$ cat src/rtl/fp16_pkg.sv
// rtl/fp16_pkg.sv - shared fp16 significand widths, multiplier state type and iteration count
package fp16_pkg;

  localparam int FP16_FRAC_W = 10;
  localparam int FP16_MANT_W = 11;
  localparam int FP16_PROD_W = 22;
  localparam int MULT_ITERS  = FP16_MANT_W;

  typedef enum logic [1:0] {
    IDLE = 2'd0,
    BUSY = 2'd1,
    DONE = 2'd2
  } mult_state_t;

endpackage

$ cat src/rtl/fp16_mant_mult_seq_mult_step.sv
// rtl/fp16_mant_mult_seq_mult_step.sv - one radix-2 add-and-shift iteration
module mult_step #(
  parameter int W = 11
) (
  input  logic [W-1:0] acc,
  input  logic [W-1:0] mplier,
  input  logic [W-1:0] mcand,
  output logic [W-1:0] acc_nxt,
  output logic [W-1:0] mplier_nxt
);

  logic [W:0] sum;

  // The carry of the add becomes the new MSB after the right shift; the bit
  // shifted out of acc moves into the vacated top of the multiplier register.
  always_comb begin
    sum = {1'b0, acc};
    if (mplier[0]) begin
      sum = {1'b0, acc} + {1'b0, mcand};
    end
    acc_nxt    = sum[W:1];
    mplier_nxt = {sum[0], mplier[W-1:1]};
  end

endmodule

$ cat src/rtl/fp16_mant_mult_seq.sv
// rtl/fp16_mant_mult_seq.sv - sequential shift-add fp16 significand multiplier with valid/ready
module fp16_mant_mult_seq
  import fp16_pkg::*;
#(
  parameter int FRAC_W     = FP16_FRAC_W,
  parameter bit EARLY_ZERO = 1'b1
) (
  input  logic                    clk,
  input  logic                    rst_n,
  input  logic                    in_valid,
  output logic                    in_ready,
  input  logic [FRAC_W-1:0]       in_a_frac,
  input  logic                    in_a_hid,
  input  logic [FRAC_W-1:0]       in_b_frac,
  input  logic                    in_b_hid,
  output logic                    out_valid,
  input  logic                    out_ready,
  output logic [2*(FRAC_W+1)-1:0] out_product
);

  localparam int MANT_W = FRAC_W + 1;
  localparam int CNT_W  = $clog2(MANT_W);

  mult_state_t       state_q, state_d;
  logic [CNT_W-1:0]  cnt_q, cnt_d;
  logic [MANT_W-1:0] acc_q, acc_d;
  logic [MANT_W-1:0] mplier_q, mplier_d;
  logic [MANT_W-1:0] mcand_q, mcand_d;
  logic [MANT_W-1:0] acc_step, mplier_step;
  logic [MANT_W-1:0] op_a, op_b;
  logic              zero_op;

  assign op_a    = {in_a_hid, in_a_frac};
  assign op_b    = {in_b_hid, in_b_frac};
  assign zero_op = EARLY_ZERO && ((op_a == '0) || (op_b == '0));

  mult_step #(.W(MANT_W)) u_step (
    .acc        (acc_q),
    .mplier     (mplier_q),
    .mcand      (mcand_q),
    .acc_nxt    (acc_step),
    .mplier_nxt (mplier_step)
  );

  always_ff @(posedge clk) begin
    if (!rst_n) begin
      state_q  <= IDLE;
      cnt_q    <= '0;
      acc_q    <= '0;
      mplier_q <= '0;
      mcand_q  <= '0;
    end else begin
      state_q  <= state_d;
      cnt_q    <= cnt_d;
      acc_q    <= acc_d;
      mplier_q <= mplier_d;
      mcand_q  <= mcand_d;
    end
  end

  always_comb begin
    state_d  = state_q;
    cnt_d    = cnt_q;
    acc_d    = acc_q;
    mplier_d = mplier_q;
    mcand_d  = mcand_q;
    case (state_q)
      IDLE: begin
        if (in_valid) begin
          mcand_d  = op_a;
          mplier_d = op_b;
          acc_d    = '0;
          cnt_d    = '0;
          // A zero operand leaves {acc, mplier} all-zero, which is the product.
          if (zero_op) begin
            mplier_d = '0;
            state_d  = DONE;
          end else begin
            state_d  = BUSY;
          end
        end
      end
      BUSY: begin
        acc_d    = acc_step;
        mplier_d = mplier_step;
        cnt_d    = cnt_q + 1'b1;
        if (cnt_q == CNT_W'(MANT_W - 1)) begin
          state_d = DONE;
        end
      end
      DONE: begin
        if (out_ready) begin
          state_d = IDLE;
        end
      end
      default: state_d = IDLE;
    endcase
  end

  always_comb begin
    in_ready  = (state_q == IDLE);
    out_valid = (state_q == DONE);
  end

  // After the last shift the multiplier register holds the low product half.
  assign out_product = {acc_q, mplier_q};

endmodule

$ cat config.mk
export PLATFORM = sky130hd
export DESIGN_NAME = fp16_mant_mult_seq
export DESIGN_NICKNAME = d
export VERILOG_FILES = /design/src/rtl/fp16_pkg.sv /design/src/rtl/fp16_mant_mult_seq_mult_step.sv /design/src/rtl/fp16_mant_mult_seq.sv
export SDC_FILE = /design/constraint.sdc
export NUM_CORES = 1
export LEC_CHECK = 0
export BUFFER_PORTS_ARGS = -buffer_cell sky130_fd_sc_hd__buf_2
export CORE_MARGIN = 3
export CORE_UTILIZATION = 25
export CTS_CLUSTER_SIZE = 20
export DETAILED_ROUTE_END_ITERATION = 8
export PLACE_DENSITY = 0.46
export SKIP_LAST_GASP = 1
export SYNTH_ARGS = -nofsm -noshare
export SYNTH_HDL_FRONTEND = slang
export SYNTH_SLANG_ARGS = --single-unit
$ cat constraint.sdc
create_clock -name clk -period 3.2 [get_ports clk]
set_input_delay 0.64 -clock clk [delete_from_list [all_inputs] [get_ports clk]]
set_output_delay 0.64 -clock clk [all_outputs]
set_load 0.02 [all_outputs]
Yosys cells after proc, flatten, opt, wreduce, memory -nomap -nowiden

Cells that the tools add are included.

$add $sub $neg: 2
Eq/ne operators: 6
Multiplexer cells: 13
Reductions and logical operators: 8

Operator list:

| kind                                                                   | number |
|---|---|
| 11-bit one-hot mux with 2 select lines                                 | 2 |
| 11-bit two-way mux                                                     | 3 |
| 11-bit logical NOT                                                     | 2 |
| 11-bit by 11-bit adder with 12-bit output                              | 1 |
| 12-bit two-way mux                                                     | 1 |
| 2-bit two-way mux                                                      | 4 |
| 4-bit one-hot mux with 2 select lines                                  | 1 |
| 2-bit one-hot mux with 3 select lines                                  | 1 |
| 4-bit by 1-bit adder with 4-bit output (second input constant)         | 1 |
| 4-bit equality test (second input constant)                            | 1 |
| 4-bit two-way mux                                                      | 1 |
| 2-bit != test (second input constant)                                  | 2 |
| 2-bit AND reduction                                                    | 2 |
| 3-bit AND reduction                                                    | 1 |
| 2-bit by 1-bit equality test with 1-bit output (second input constant) | 1 |
| 2-bit equality test (second input constant)                            | 1 |
| 2-bit logical NOT                                                      | 1 |
| 2-bit by 1-bit != test with 1-bit output (second input constant)       | 1 |
| 2-bit nonzero test                                                     | 1 |
| 1-bit logical OR                                                       | 1 |

Register bits after elaboration: 39
Input bits: 26
Output and inout port bits: 24
Logic and storage cells: 34

Logic depth before layout (Yosys ltp)

Gate-level depths: netlist (run 1).

Depth in word-level cells: 5
Mapped depth: 9

Hierarchy

From an unflattened synthesis (run 1), not the netlist that was laid out.

Cell total of the unflattened synthesis: 283
Area, all modules: 2369.8 um^2

By module, submodules not included:

| module             | times used | cells each | area an instance (um^2) |
|---|---|---|---|
| fp16_mant_mult_seq | 1          | 194        | 1700.4 |
| mult_step          | 1          | 89         | 669.4 |

Worst setup path before layout (run 1)

No wires, ideal clock.

Path kind: register to register
Start point: register acc_q[0]
End point: register acc_q[9]
Data arrival time: 1871 ps
Data required time: 3067 ps
Path slack: 1196 ps
Cell stages (with the launch flop): 10
Path buffers: 0
Clock period less this slack: 2004 ps
Cells stage by stage: dfxtp_1 > ha_1 > inv_1 > fa_1 > nor2b_4 > o211ai_2 > a21boi_1 > nand2b_1 > nand4_1 > nor3b_1

Word-level cells in the longest chain between the ends: 3

Ends and longest elaborated chain:

| what                                      | line                               | text |
|---|---|---|
| from (decl)                               | fp16_mant_mult_seq.sv:26           | `logic [MANT_W-1:0] acc_q, acc_d;` |
| from (signal assigned)                    | fp16_mant_mult_seq.sv:49           | `acc_q <= '0;` |
| from (signal assigned)                    | fp16_mant_mult_seq.sv:55           | `acc_q <= acc_d;` |
| 11-bit by 11-bit adder with 12-bit output | fp16_mant_mult_seq_mult_step.sv:19 | `sum = {1'b0, acc} + {1'b0, mcand};` |
| 12-bit two-way mux                        | fp16_mant_mult_seq_mult_step.sv:18 | `if (mplier[0]) begin` |
| 11-bit one-hot mux with 2 select lines    | fp16_mant_mult_seq.sv:67           | `case (state_q)` |

Every way passes these cells.
A chain may end at the register's enable or synchronous reset.

Worst setup path in the final report (run 1)

Ends and elaborated chain as after synthesis.

==> run_results.csv, run 1 <==
group,metric,value,unit
run_status,status,"complete, no violations",
finish,antenna_diodes,0,
finish,finish.utilization,31.05,%
yosys,synth.net_count,307,
drt,wirelength_met1,2799,um
critical_path,critical_path_peak_fanout,4,
timing,setup-violations-final,0,
global_route,antenna_violations_before_repair,0,
yosys,syn-mean-instance-area,8.018,um^2
floorplan,coreArea,8258,um^2
floorplan,floorplan.initialDensity,25.92,%
drt,antenna_violating_nets_post_route,0,
timing,final.min_clock_period,2095,ps
yosys,synth.top_cells.by_area,"sky130_fd_sc_hd__dfxtp_1 36%, sky130_fd_sc_hd__ha_1 7.6%, sky130_fd_sc_hd__a21oi_1 7.5%",
drt,wl_per_cell,14.55,um
timing,rsz0062_at_grt,"no",
floorplan,floorplan.rows,33,
finish,drive_above_1_share,20.00,%
timing,worst-slew-pin-transition,861.9,ps
yosys,synth-main-ff-cell,"sky130_fd_sc_hd__dfxtp_1",
global_route,grt-ovfl-total,0,
cts,holdBufCountCts,0,
yosys,most_used_standard_cell_by_instance_count_after_synthesis,"sky130_fd_sc_hd__dfxtp_1",
place,hpwl,4500,um
place,gp_routability_congestion,0.8267,
critical_path,nature_of_the_critical_path_startpoint,"flop",
drt,1st_iter_drt_viols,85,
yosys,yosys.area.top_type,"sky130_fd_sc_hd__dfxtp_1",
floorplan,horizontal_extent_of_the_die,98.54,um
cts,ctsLongestPathBuffers,2,
cts,cts_tree,"done",
floorplan,die_footprint,9709,um^2
floorplan,die_height,98.54,um
drt,detailroute.wirelength.met3,243,um
drt,avgViaCountPerCell,5.024,
yosys,post_synth_instance_area,2141,um^2
worst_hold_path,hp-class,"flop to flop",
run,number_of_violations_of_the_max_capacitance_limit,0,
global_route,grt_max_degree,26,
timing,final_hold_viol_count,0,
global_route,first_global_vias,1897,
timing,drv_slew,0,
place,pre_cts_ws,1058,ps
yosys,synth-async-reset-ratio,0,%
timing,max_clock_freq,477.4,MHz
cts,cell_chosen_for_the_clock_root,"sky130_fd_sc_hd__clkbuf_8",
drt,routed-via-count,2085,
yosys,post_synth_edffs,0,
cts,clk_pin_slew_worst_paths,80,ps
yosys,number_of_synthesized_register_bits,39,
power_and_ir_drop,power-per-cell-area,452.5,nW/um^2
drt,dr_wl_met2,2880,um
cts,cts-htree-levels,2,
power_and_ir_drop,p_leak,1.072,nW
critical_path,critPathKind,"flop to flop",
critical_path,cp_data_arrival_time,2310,ps
critical_path,r2r_slack,1110,ps
cts,postCtsSetupRepairBufs,0,
yosys,yosysUniqueCellTypes,46,
place,port-buffer-count,49,
drt,drt_pass1_iterations,6,
yosys,synthDominantCellAreaShare,36.47,%
timing,maxSlewHeadroom,42.54,%
yosys,sequential_to_total_area_share_from_yosys_stat,36.47,%
drt,remaining_drc_errors,0,
global_route,wire_length_of_the_first_global_routing_pass,9701,um
finish,finish.net_count,349,
cts,clock_sink_count,39,
floorplan,io-pin-count,50,
yosys,yosys_warnings,0,
cts,clk-insertion-delay-late,290,ps
cts,post_cts_resize_count,0,
timing,setup_total_negative_slack,0,ps
drt,drt_wl_total,6038,um
yosys,synthCells,267,
timing,timing.final.ws_setup,1105,ps
cts,tritoncts.num_buffers,5,
power_and_ir_drop,power.ir.vdd_worst,0.1886,mV
drt,top_layer_used,"met4",
critical_path,crit_required,3410,ps
finish,area_delta_synth_final,19.75,%
critical_path,kind_of_end_point_of_the_critical_path,"flop",
global_route,grt_use_total,12.34,%
yosys,synthTopCellsByCount,"39 x sky130_fd_sc_hd__dfxtp_1, 36 x sky130_fd_sc_hd__nand2_1, 32 x sky130_fd_sc_hd__a21oi_1",
timing,period_share,65.45,%
timing,clock-skew-final,6.409,ps
-- sequential cells by signal (all words and copies together), names as in the netlist --
register,count
state_q,2
mplier_q,11
acc_q,11
cnt_q,4
mcand_q,11
-- worst max-delay path: stages, from the launching register on --
cell and delay (ps):
sky130_fd_sc_hd__dfxtp_1 390, sky130_fd_sc_hd__ha_1 200, sky130_fd_sc_hd__inv_1 60, sky130_fd_sc_hd__fa_1 430, sky130_fd_sc_hd__nor2b_4 150, sky130_fd_sc_hd__o211ai_2 90, sky130_fd_sc_hd__a21boi_1 230, sky130_fd_sc_hd__nand2b_1 170
sky130_fd_sc_hd__a2111oi_0 90, sky130_fd_sc_hd__nor3b_1 200
-- per-layer routing --
| metal | track usage [%] | vias up |
|---|---|---|
| met4 | 4.517 | 0 |
| met5 | 0 | - |
| met2 | 19.40 | 52 |
| met1 | 16.98 | 967 |
| met3 | 2.123 | 7 |
| li1 | - | 1059 |
-- cells by family after synthesis --
family          count (synthesis)  synth area share, %
compound gates                 78                25.31
xor+xnor                        5                2.046
fa+ha+maj                      14                8.533
buf+inv                        24                4.267
flops                          39                36.47
mux                             3                1.403
simple gates                  104                21.98
-- cells in the final DEF, fill, tap and decap left out, types with 2 or more instances in the layout --
| cell | instances |
|---|---|
| sky130_fd_sc_hd__buf_2 | 49 |
| sky130_fd_sc_hd__dfxtp_1 | 39 |
| sky130_fd_sc_hd__nand2_1 | 36 |
| sky130_fd_sc_hd__a21oi_1 | 32 |
| sky130_fd_sc_hd__nor2_1 | 30 |
| sky130_fd_sc_hd__nand3_1 | 13 |
| sky130_fd_sc_hd__ha_1 | 13 |
| sky130_fd_sc_hd__inv_1 | 10 |
| sky130_fd_sc_hd__o221ai_1 | 10 |
| sky130_fd_sc_hd__nor3_1 | 7 |
| sky130_fd_sc_hd__clkbuf_8 | 7 |
| sky130_fd_sc_hd__o21a_1 | 5 |
| sky130_fd_sc_hd__nor4_1 | 4 |
| sky130_fd_sc_hd__nand4_1 | 4 |
| sky130_fd_sc_hd__a31oi_1 | 4 |
| sky130_fd_sc_hd__o21ai_0 | 3 |
| sky130_fd_sc_hd__mux2i_1 | 3 |
| sky130_fd_sc_hd__xnor2_1 | 3 |
| sky130_fd_sc_hd__nand2b_1 | 2 |
| sky130_fd_sc_hd__a211oi_1 | 2 |
| sky130_fd_sc_hd__xor2_1 | 2 |
| sky130_fd_sc_hd__a2111oi_0 | 2 |
| sky130_fd_sc_hd__a22o_1 | 2 |
| sky130_fd_sc_hd__a21o_1 | 2 |
| sky130_fd_sc_hd__o31ai_1 | 2 |
| sky130_fd_sc_hd__a32oi_1 | 2 |
| sky130_fd_sc_hd__a311oi_1 | 2 |
-- power breakdown --
part / internal [W] / switching, W
combinational: 0.0000784 / 0.000148
clock: 0.000197 / 0.000184
sequential: 0.000518 / 0.0000346
-- worst paths after layout --
| check | startpoint | to | cells past startpoint |
|---|---|---|---|
| setup / recovery | acc_q[0] | acc_q[9] | 9 |
| hold reg to reg | mcand_q[5] | mcand_q[5] | 2 |
| hold / removal | mcand_q[5] | mcand_q[5] | 2 |
| setup reg to reg | acc_q[0] | acc_q[9] | 9 |
-- stage by stage --
stage / cell area, um^2 / hold slack (ps) / total power, W / instances
6_report: 2564 / 463.3 / 0.001160 / 415
5_1_grt: 2564 / 485.5 / 0.001220 / 415
4_1_cts: 2564 / 468.0 / 0.001175 / 415
3_5_place_dp: 2464 / 456.5 / 0.0007933 / 407
3_3_place_gp: 2464 / 450.9 / 0.0007934 / 407
2_1_floorplan: 2141 / 440.0 / 0.0007124 / 267
-- area by class of cell --
cell class	count	area, um^2
fill	930	5694
tap	105	131.4
clock buffer	8	100.1
sequential	39	780.7
inverter	10	37.54
timing repair buffer	49	245.2
multi-input combinational	204	1269
(Power assumes the default switching activity.)
==> run 2, diff against run 1 <==
--- a/config.mk
+++ b/config.mk
@@ -10,7 +10,7 @@
 export CORE_UTILIZATION = 25
 export CTS_CLUSTER_SIZE = 20
 export DETAILED_ROUTE_END_ITERATION = 8
-export PLACE_DENSITY = 0.46
+export PLACE_DENSITY = 0.48
 export SKIP_LAST_GASP = 1
 export SYNTH_ARGS = -nofsm -noshare
 export SYNTH_HDL_FRONTEND = slang
==> constraint.sdc (replaced) <==
create_clock -name clk -period 1.7 [get_ports clk]
set_input_delay 0.34 -clock clk [delete_from_list [all_inputs] [get_ports clk]]
set_output_delay 0.34 -clock clk [all_outputs]
set_load 0.02 [all_outputs]
==> run 2 against run 1 <==
- the run now ends with negative setup slack left
- clock skew is 1.9 ps higher
- combinational power rose by 140%
- global-route usage rose by 1.8 points
- core utilization increased by 5.9 points
- register-to-register slack got worse by 1300 ps
- worst setup slack lost 1300 ps
- clock power rose to 2.5 times the previous value
- sequential cell count unchanged
- critical path depth unchanged
- die area unchanged
- worst hold slack worse by 180 ps
- via count grew 8.6%
- largest cell class unchanged
- highest routed layer unchanged
==> run_results.csv, run 2 (synthesized netlist as in run 1, its figures left out) <==
group,metric,value,unit
finish,largestRegisters,"acc_q x11, mcand_q x11, mplier_q x11",
drt,routed-via-count,2264,
global_route,grt_max_degree,19,
drt,remaining_drc_errors,0,
cts,cts_tree,"done",
run,number_of_violations_of_the_max_capacitance_limit,0,
power_and_ir_drop,power.ir.vdd_worst,0.3549,mV
drt,1st_iter_drt_viols,105,
run_status,status,"finished, violations left",
floorplan,floorplan.initialDensity,25.92,%
timing,rsz0062_at_grt,"yes",
floorplan,die_height,98.54,um
timing,final_hold_viol_count,0,
timing,max_clock_freq,541.4,MHz
cts,clk_pin_slew_worst_paths,90,ps
finish,layout.cells.most_common,"sky130_fd_sc_hd__buf_2",
critical_path,critical_path_peak_fanout,3,
finish,finish.net_count,391,
cts,clk-insertion-delay-late,290,ps
finish,drive_above_1_share,36.08,%
critical_path,kind_of_end_point_of_the_critical_path,"flop",
cts,clock_sink_count,39,
finish,area_delta_synth_final,42.49,%
finish,finish.utilization,36.94,%
floorplan,io-pin-count,50,
drt,wl_per_cell,14.95,um
floorplan,floorplan.rows,33,
cts,cts-htree-levels,2,
drt,avgViaCountPerCell,4.954,
place,gp_routability_congestion,0.8558,
global_route,antenna_violations_before_repair,0,
run_status,failed_checks,"negative setup slack",
timing,period_share,108.6,%
timing,setup-violations-final,4,
drt,drt_pass1_iterations,4,
timing,maxSlewHeadroom,58.45,%
timing,drv_slew,0,
global_route,wire_length_of_the_first_global_routing_pass,11160,um
critical_path,critPathKind,"flop to flop",
global_route,first_global_vias,2183,
place,hpwl,5211,um
critical_path,nature_of_the_critical_path_startpoint,"flop",
timing,final.min_clock_period,1847,ps
timing,worst-slew-pin-transition,621.8,ps
place,port-buffer-count,49,
floorplan,horizontal_extent_of_the_die,98.54,um
finish,antenna_diodes,0,
cts,ctsLongestPathBuffers,2,
drt,drt_wl_total,6831,um
timing,clock-skew-final,8.338,ps
worst_hold_path,hp-class,"primary input to flop",
power_and_ir_drop,power-per-cell-area,826.1,nW/um^2
global_route,grt-ovfl-total,0,
global_route,grt_use_total,14.15,%
timing,timing.final.ws_setup,-147.0,ps
power_and_ir_drop,totalPowerFinal,0.002520,W
power_and_ir_drop,p_leak,1.317,nW
cts,cell_chosen_for_the_clock_root,"sky130_fd_sc_hd__clkbuf_8",
finish,fillCellCount,882,
cts,holdBufCountCts,0,
drt,antenna_violating_nets_post_route,0,
floorplan,die_footprint,9709,um^2
critical_path,crit_required,1890,ps
finish,final_cell_mix,"49 x sky130_fd_sc_hd__buf_2, 41 x sky130_fd_sc_hd__buf_4, 36 x sky130_fd_sc_hd__nand2_1",
critical_path,cp_data_arrival_time,2030,ps
cts,tritoncts.num_buffers,5,
floorplan,coreArea,8258,um^2
critical_path,r2r_slack,-150,ps
## run 2: cell types whose count changed in the layout (fill, tap and decap cells not counted), sizes merged
cell and change:
bufinv +2, buf +42, inv +1, clkbuf -3
## run 2: path summary, 6_finish.rpt
| check | to | startpoint | cells past startpoint |
|---|---|---|---|
| worst max register to register | acc_q[9] | mcand_q[0] | 9 |
| worst max-delay path | acc_q[9] | mcand_q[0] | 9 |
| worst min-delay path | mplier_q[1] | in_b_frac[1] | 3 |
| worst min register to register | mcand_q[3] | mcand_q[3] | 2 |
## run 2: report_power, final
group / total [W] / internal, W / switching, W
clock: 0.000955 / 0.000587 / 0.000368
combinational: 0.000535 / 0.000214 / 0.000321
sequential: 0.00103 / 0.000975 / 0.0000552
total: 0.00252 / 0.00178 / 0.000744
## run 2: timing repair
item / CTS / global route
resized for setup: 5 / 12
setup buffers: 2 / 3
setup endpoints to repair: 6 / 10
pin swaps: 5 / 8
hold endpoints to repair: 0 / 0
## run 2: routing by layer
metal / global-route usage (%) / routed length (um) / vias to the layer above
li1: - / - / 1150
met1: 19.45 / 3079 / 1060
met2: 22.88 / 3357 / 50
met3: 3.185 / 347 / 4
met4: 2.836 / 46 / 0
met5: 0 / 0 / -
## run 2: through the flow
stage | std cells | hold WS [ps] | setup WS [ps] | area [um^2] | TNS [ps]
global route | 457 | 275.0 | -215.7 | 3050 | -1055
global placement | 444 | 452.3 | -160.2 | 2779 | -977.1
detailed placement | 444 | 455.9 | -224.9 | 2779 | -1225
finish | 457 | 283.6 | -147.0 | 3050 | -412.8
floorplan | 267 | 440.0 | -110.1 | 2166 | -261.8
CTS | 454 | 271.6 | -130.3 | 2958 | -301.5
## run 2: final cells by class
| cell class | count | area [um^2] | share of cell area (%) |
|---|---|---|---|
| Multi-Input combinational cell | 204 | 1378 | 45.16 |
| Timing Repair Buffer | 91 | 573.1 | 18.79 |
| Clock inverter | 3 | 66.31 | 2.174 |
| Tap cell | 105 | 131.4 | 4.307 |
| Sequential cell | 39 | 795.8 | 26.09 |
| Inverter | 10 | 37.54 | 1.231 |
| Clock buffer | 5 | 68.82 | 2.256 |
## run 2: critical path, stage by stage (launching register included)
cell,delay [ps]
sky130_fd_sc_hd__dfxtp_2,360
sky130_fd_sc_hd__ha_4,140
sky130_fd_sc_hd__inv_2,30
sky130_fd_sc_hd__fa_2,360
sky130_fd_sc_hd__nor2b_4,130
sky130_fd_sc_hd__o211ai_2,100
sky130_fd_sc_hd__a21boi_2,200
sky130_fd_sc_hd__nand2b_4,170
sky130_fd_sc_hd__nand4_1,90
sky130_fd_sc_hd__nor3b_2,160
==> run 3, diff against run 2 <==
--- a/config.mk
+++ b/config.mk
@@ -7,10 +7,10 @@
 export LEC_CHECK = 0
 export BUFFER_PORTS_ARGS = -buffer_cell sky130_fd_sc_hd__buf_2
 export CORE_MARGIN = 3
-export CORE_UTILIZATION = 25
+export CORE_UTILIZATION = 40
 export CTS_CLUSTER_SIZE = 20
 export DETAILED_ROUTE_END_ITERATION = 8
-export PLACE_DENSITY = 0.48
+export PLACE_DENSITY = 0.68
 export SKIP_LAST_GASP = 1
 export SYNTH_ARGS = -nofsm -noshare
 export SYNTH_HDL_FRONTEND = slang
==> constraint.sdc (replaced) <==
create_clock -name clk -period 1.6 [get_ports clk]
set_input_delay 0.32 -clock clk [delete_from_list [all_inputs] [get_ports clk]]
set_output_delay 0.32 -clock clk [all_outputs]
set_load 0.02 [all_outputs]
==> run 3 against run 2 <==
- the flow still finishes with violations (negative setup slack)
- wire length decreased by 10%
- worst hold slack lost 17 ps
- cell area fell by 2.1%
- critical path type unchanged
==> run_results.csv, run 3 (synthesized netlist as in run 1, its figures left out) <==
group,metric,value,unit
worst_hold_path,hp-class,"primary input to flop",
critical_path,worst-r2r-cell-count,9,
timing,final_hold_viol_count,0,
power_and_ir_drop,internal_power,0.001737,W
critical_path,cp_slowest_cell,"sky130_fd_sc_hd__a2111o_1",
finish,final_cell_mix,"49 x sky130_fd_sc_hd__buf_2, 45 x sky130_fd_sc_hd__buf_4, 36 x sky130_fd_sc_hd__nand2_1",
place,detailed_place.area,2790,um^2
cts,clock_sink_count,39,
finish,final_design_area_no_fill,2987,um^2
run,number_of_violations_of_the_max_capacitance_limit,0,
global_route,grt_use_total,21.39,%
place,gp_routability_congestion,0.8650,
power_and_ir_drop,power.switching,0.0007671,W
critical_path,critical_path_peak_fanout,2,
drt,remaining_drc_errors,0,
global_route,grt-ovfl-total,0,
worst_hold_path,min_delay_path_depth,3,
timing,final.min_clock_period,1889,ps
critical_path,cp_num_buf_inv,1,
cts,clk-insertion-delay-late,300,ps
critical_path,cp_data_arrival_time,2110,ps
cts,cts_tree,"done",
floorplan,floorplan.rows,25,
critical_path,cpLargestDelayFamily,"compound AO/OA/AOI/OAI gates",
global_route,grt_max_degree,18,
run_status,status,"finished, violations left",
power_and_ir_drop,power-per-cell-area,838.5,nW/um^2
place,dp.cells,412,
floorplan,die_height,79.16,um
critical_path,cp_cell_sequence,"ha_4 > inv_2 > fa_2 > nor2b_4 > o211ai_2 > nand2_1 > a31o_1 > a2111o_1 > a31oi_1",
global_route,antenna_violations_before_repair,0,
finish,layout.cells.most_common,"sky130_fd_sc_hd__buf_2",
timing,rsz0062_at_grt,"yes",
cts,cell_chosen_for_the_clock_root,"sky130_fd_sc_hd__clkbuf_8",
critical_path,critical_path.reg2reg.startpoint,"acc_q[0]",
drt,routed-via-count,2318,
drt,antenna_violating_nets_post_route,0,
drt,wl_per_cell,14.47,um
cts,holdBufCountCts,0,
cts,ctsLongestPathBuffers,2,
power_and_ir_drop,share_of_total_power_consumed_by_net_switching,30.63,%
power_and_ir_drop,p_leak,1.312,nW
critical_path,kind_of_end_point_of_the_critical_path,"flop",
finish,layout.cells.non_filler,424,
timing,clock-skew-final,6.770,ps
critical_path,crit_required,1830,ps
floorplan,die_footprint,6266,um^2
timing,setup-violations-final,8,
cts,clk_pin_slew_worst_paths,80,ps
power_and_ir_drop,relative_contribution_of_the_clock_network_to_total_power,33.5,%
run_status,failed_checks,"negative setup slack",
timing,timing.final.ws_setup,-289.0,ps
timing,maxSlewHeadroom,45.58,%
critical_path,r2r_slack,-290,ps
worst_hold_path,min_delay_worst_endpoint,"mcand_q[9]",
critical_path,critPathKind,"flop to flop",
drt,drt_wl_total,6135,um
finish,finish.utilization,60.43,%
drt,1st_iter_drt_viols,110,
floorplan,io-pin-count,50,
floorplan,coreArea,4942,um^2
timing,drv_slew,0,
timing,max_clock_freq,529.4,MHz
finish,finish.net_count,396,
timing,worst-slew-pin-transition,813.3,ps
drt,avgViaCountPerCell,5.467,
critical_path,timing.rr.end,"acc_q[7]",
place,hpwl,4612,um
power_and_ir_drop,power.ir.vdd_worst,0.6405,mV
floorplan,horizontal_extent_of_the_die,79.16,um
timing,setup_total_negative_slack,-1046,ps
finish,antenna_diodes,0,
cts,tritoncts.num_buffers,5,
global_route,wire_length_of_the_first_global_routing_pass,10560,um
finish,area_delta_synth_final,39.51,%
drt,drt_pass1_iterations,4,
timing,timing.hold.ws,266.3,ps
cts,cts-htree-levels,2,
critical_path,nature_of_the_critical_path_startpoint,"flop",
worst_hold_path,holdCritStartpoint,"in_a_frac[9]",
floorplan,floorplan.initialDensity,43.32,%
power_and_ir_drop,power.sequential.fraction,43.7,%
global_route,first_global_vias,2236,
timing,period_share,118.1,%
critical_path,timing.critical_path.slowest_cell_delay,370,ps
finish,largestRegisters,"acc_q x11, mcand_q x11, mplier_q x11",
power_and_ir_drop,comb_power_share,22.8,%
place,port-buffer-count,49,
finish,drive_above_1_share,36.13,%
## run 3: metal layers
layer / vias up / track usage (%) / share of wire, %
met5: - / 0 / 0
met4: 0 / 8.591 / 2.0
met3: 16 / 4.082 / 7.5
met2: 86 / 35.94 / 47
met1: 1059 / 26.84 / 43
li1: 1157 / - / -
## run 3: power by group through the flow
stage               logic (W)  clock network, W  registers [W]
floorplan            0.000276                 0        0.00115
global placement     0.000552                 0        0.00111
detailed placement   0.000559                 0        0.00111
CTS                  0.000565          0.000846        0.00109
global route         0.000632          0.000892        0.00111
finish               0.000570          0.000839        0.00110
## run 3: per-stage QoR
stage	total power, W	setup slack [ps]
detailed placement	0.001674	-315.9
global route	0.002630	-372.0
floorplan	0.001430	-209.9
global placement	0.001665	-261.8
finish	0.002504	-289.0
CTS	0.002504	-253.6
## run 3: worst register-to-register path, stage by stage, from the launching register on
cell and delay (ps):
sky130_fd_sc_hd__dfxtp_4 360, sky130_fd_sc_hd__ha_4 160, sky130_fd_sc_hd__inv_2 50, sky130_fd_sc_hd__fa_2 230, sky130_fd_sc_hd__nor2b_4 50, sky130_fd_sc_hd__o211ai_2 170
sky130_fd_sc_hd__nand2_1 80, sky130_fd_sc_hd__a31o_1 230, sky130_fd_sc_hd__a2111o_1 370, sky130_fd_sc_hd__a31oi_1 120
## run 3: cell type report
type / count / area, um^2
Fill cell: 463 / 1956
Multi-Input combinational cell: 204 / 1343
Sequential cell: 39 / 798.3
Timing Repair Buffer: 96 / 614.3
Tap cell: 67 / 83.83
Clock buffer: 6 / 72.57
Clock inverter: 2 / 37.54
Inverter: 10 / 37.54
## run 3: repair_timing
item | in CTS | in global routing
endpoints found under the setup margin | 8 | 11
endpoints found under the hold margin | 0 | 0
resized for setup | 6 | 6
pin swaps | 8 | 9
setup buffers | 1 | 3
## run 3: worst max-delay path by stage
stage                     startpoint  endpoint  slack (ps)  cells after the start
final                       acc_q[0]  acc_q[7]        -290                      9
after global routing        acc_q[0]  acc_q[7]        -370                      9
after CTS                   acc_q[0]  acc_q[7]        -250                      9
after detailed placement  mcand_q[0]  acc_q[9]        -320                      9
after global placement    mcand_q[0]  acc_q[9]        -260                      9
after floorplan             acc_q[0]  acc_q[9]        -210                      9
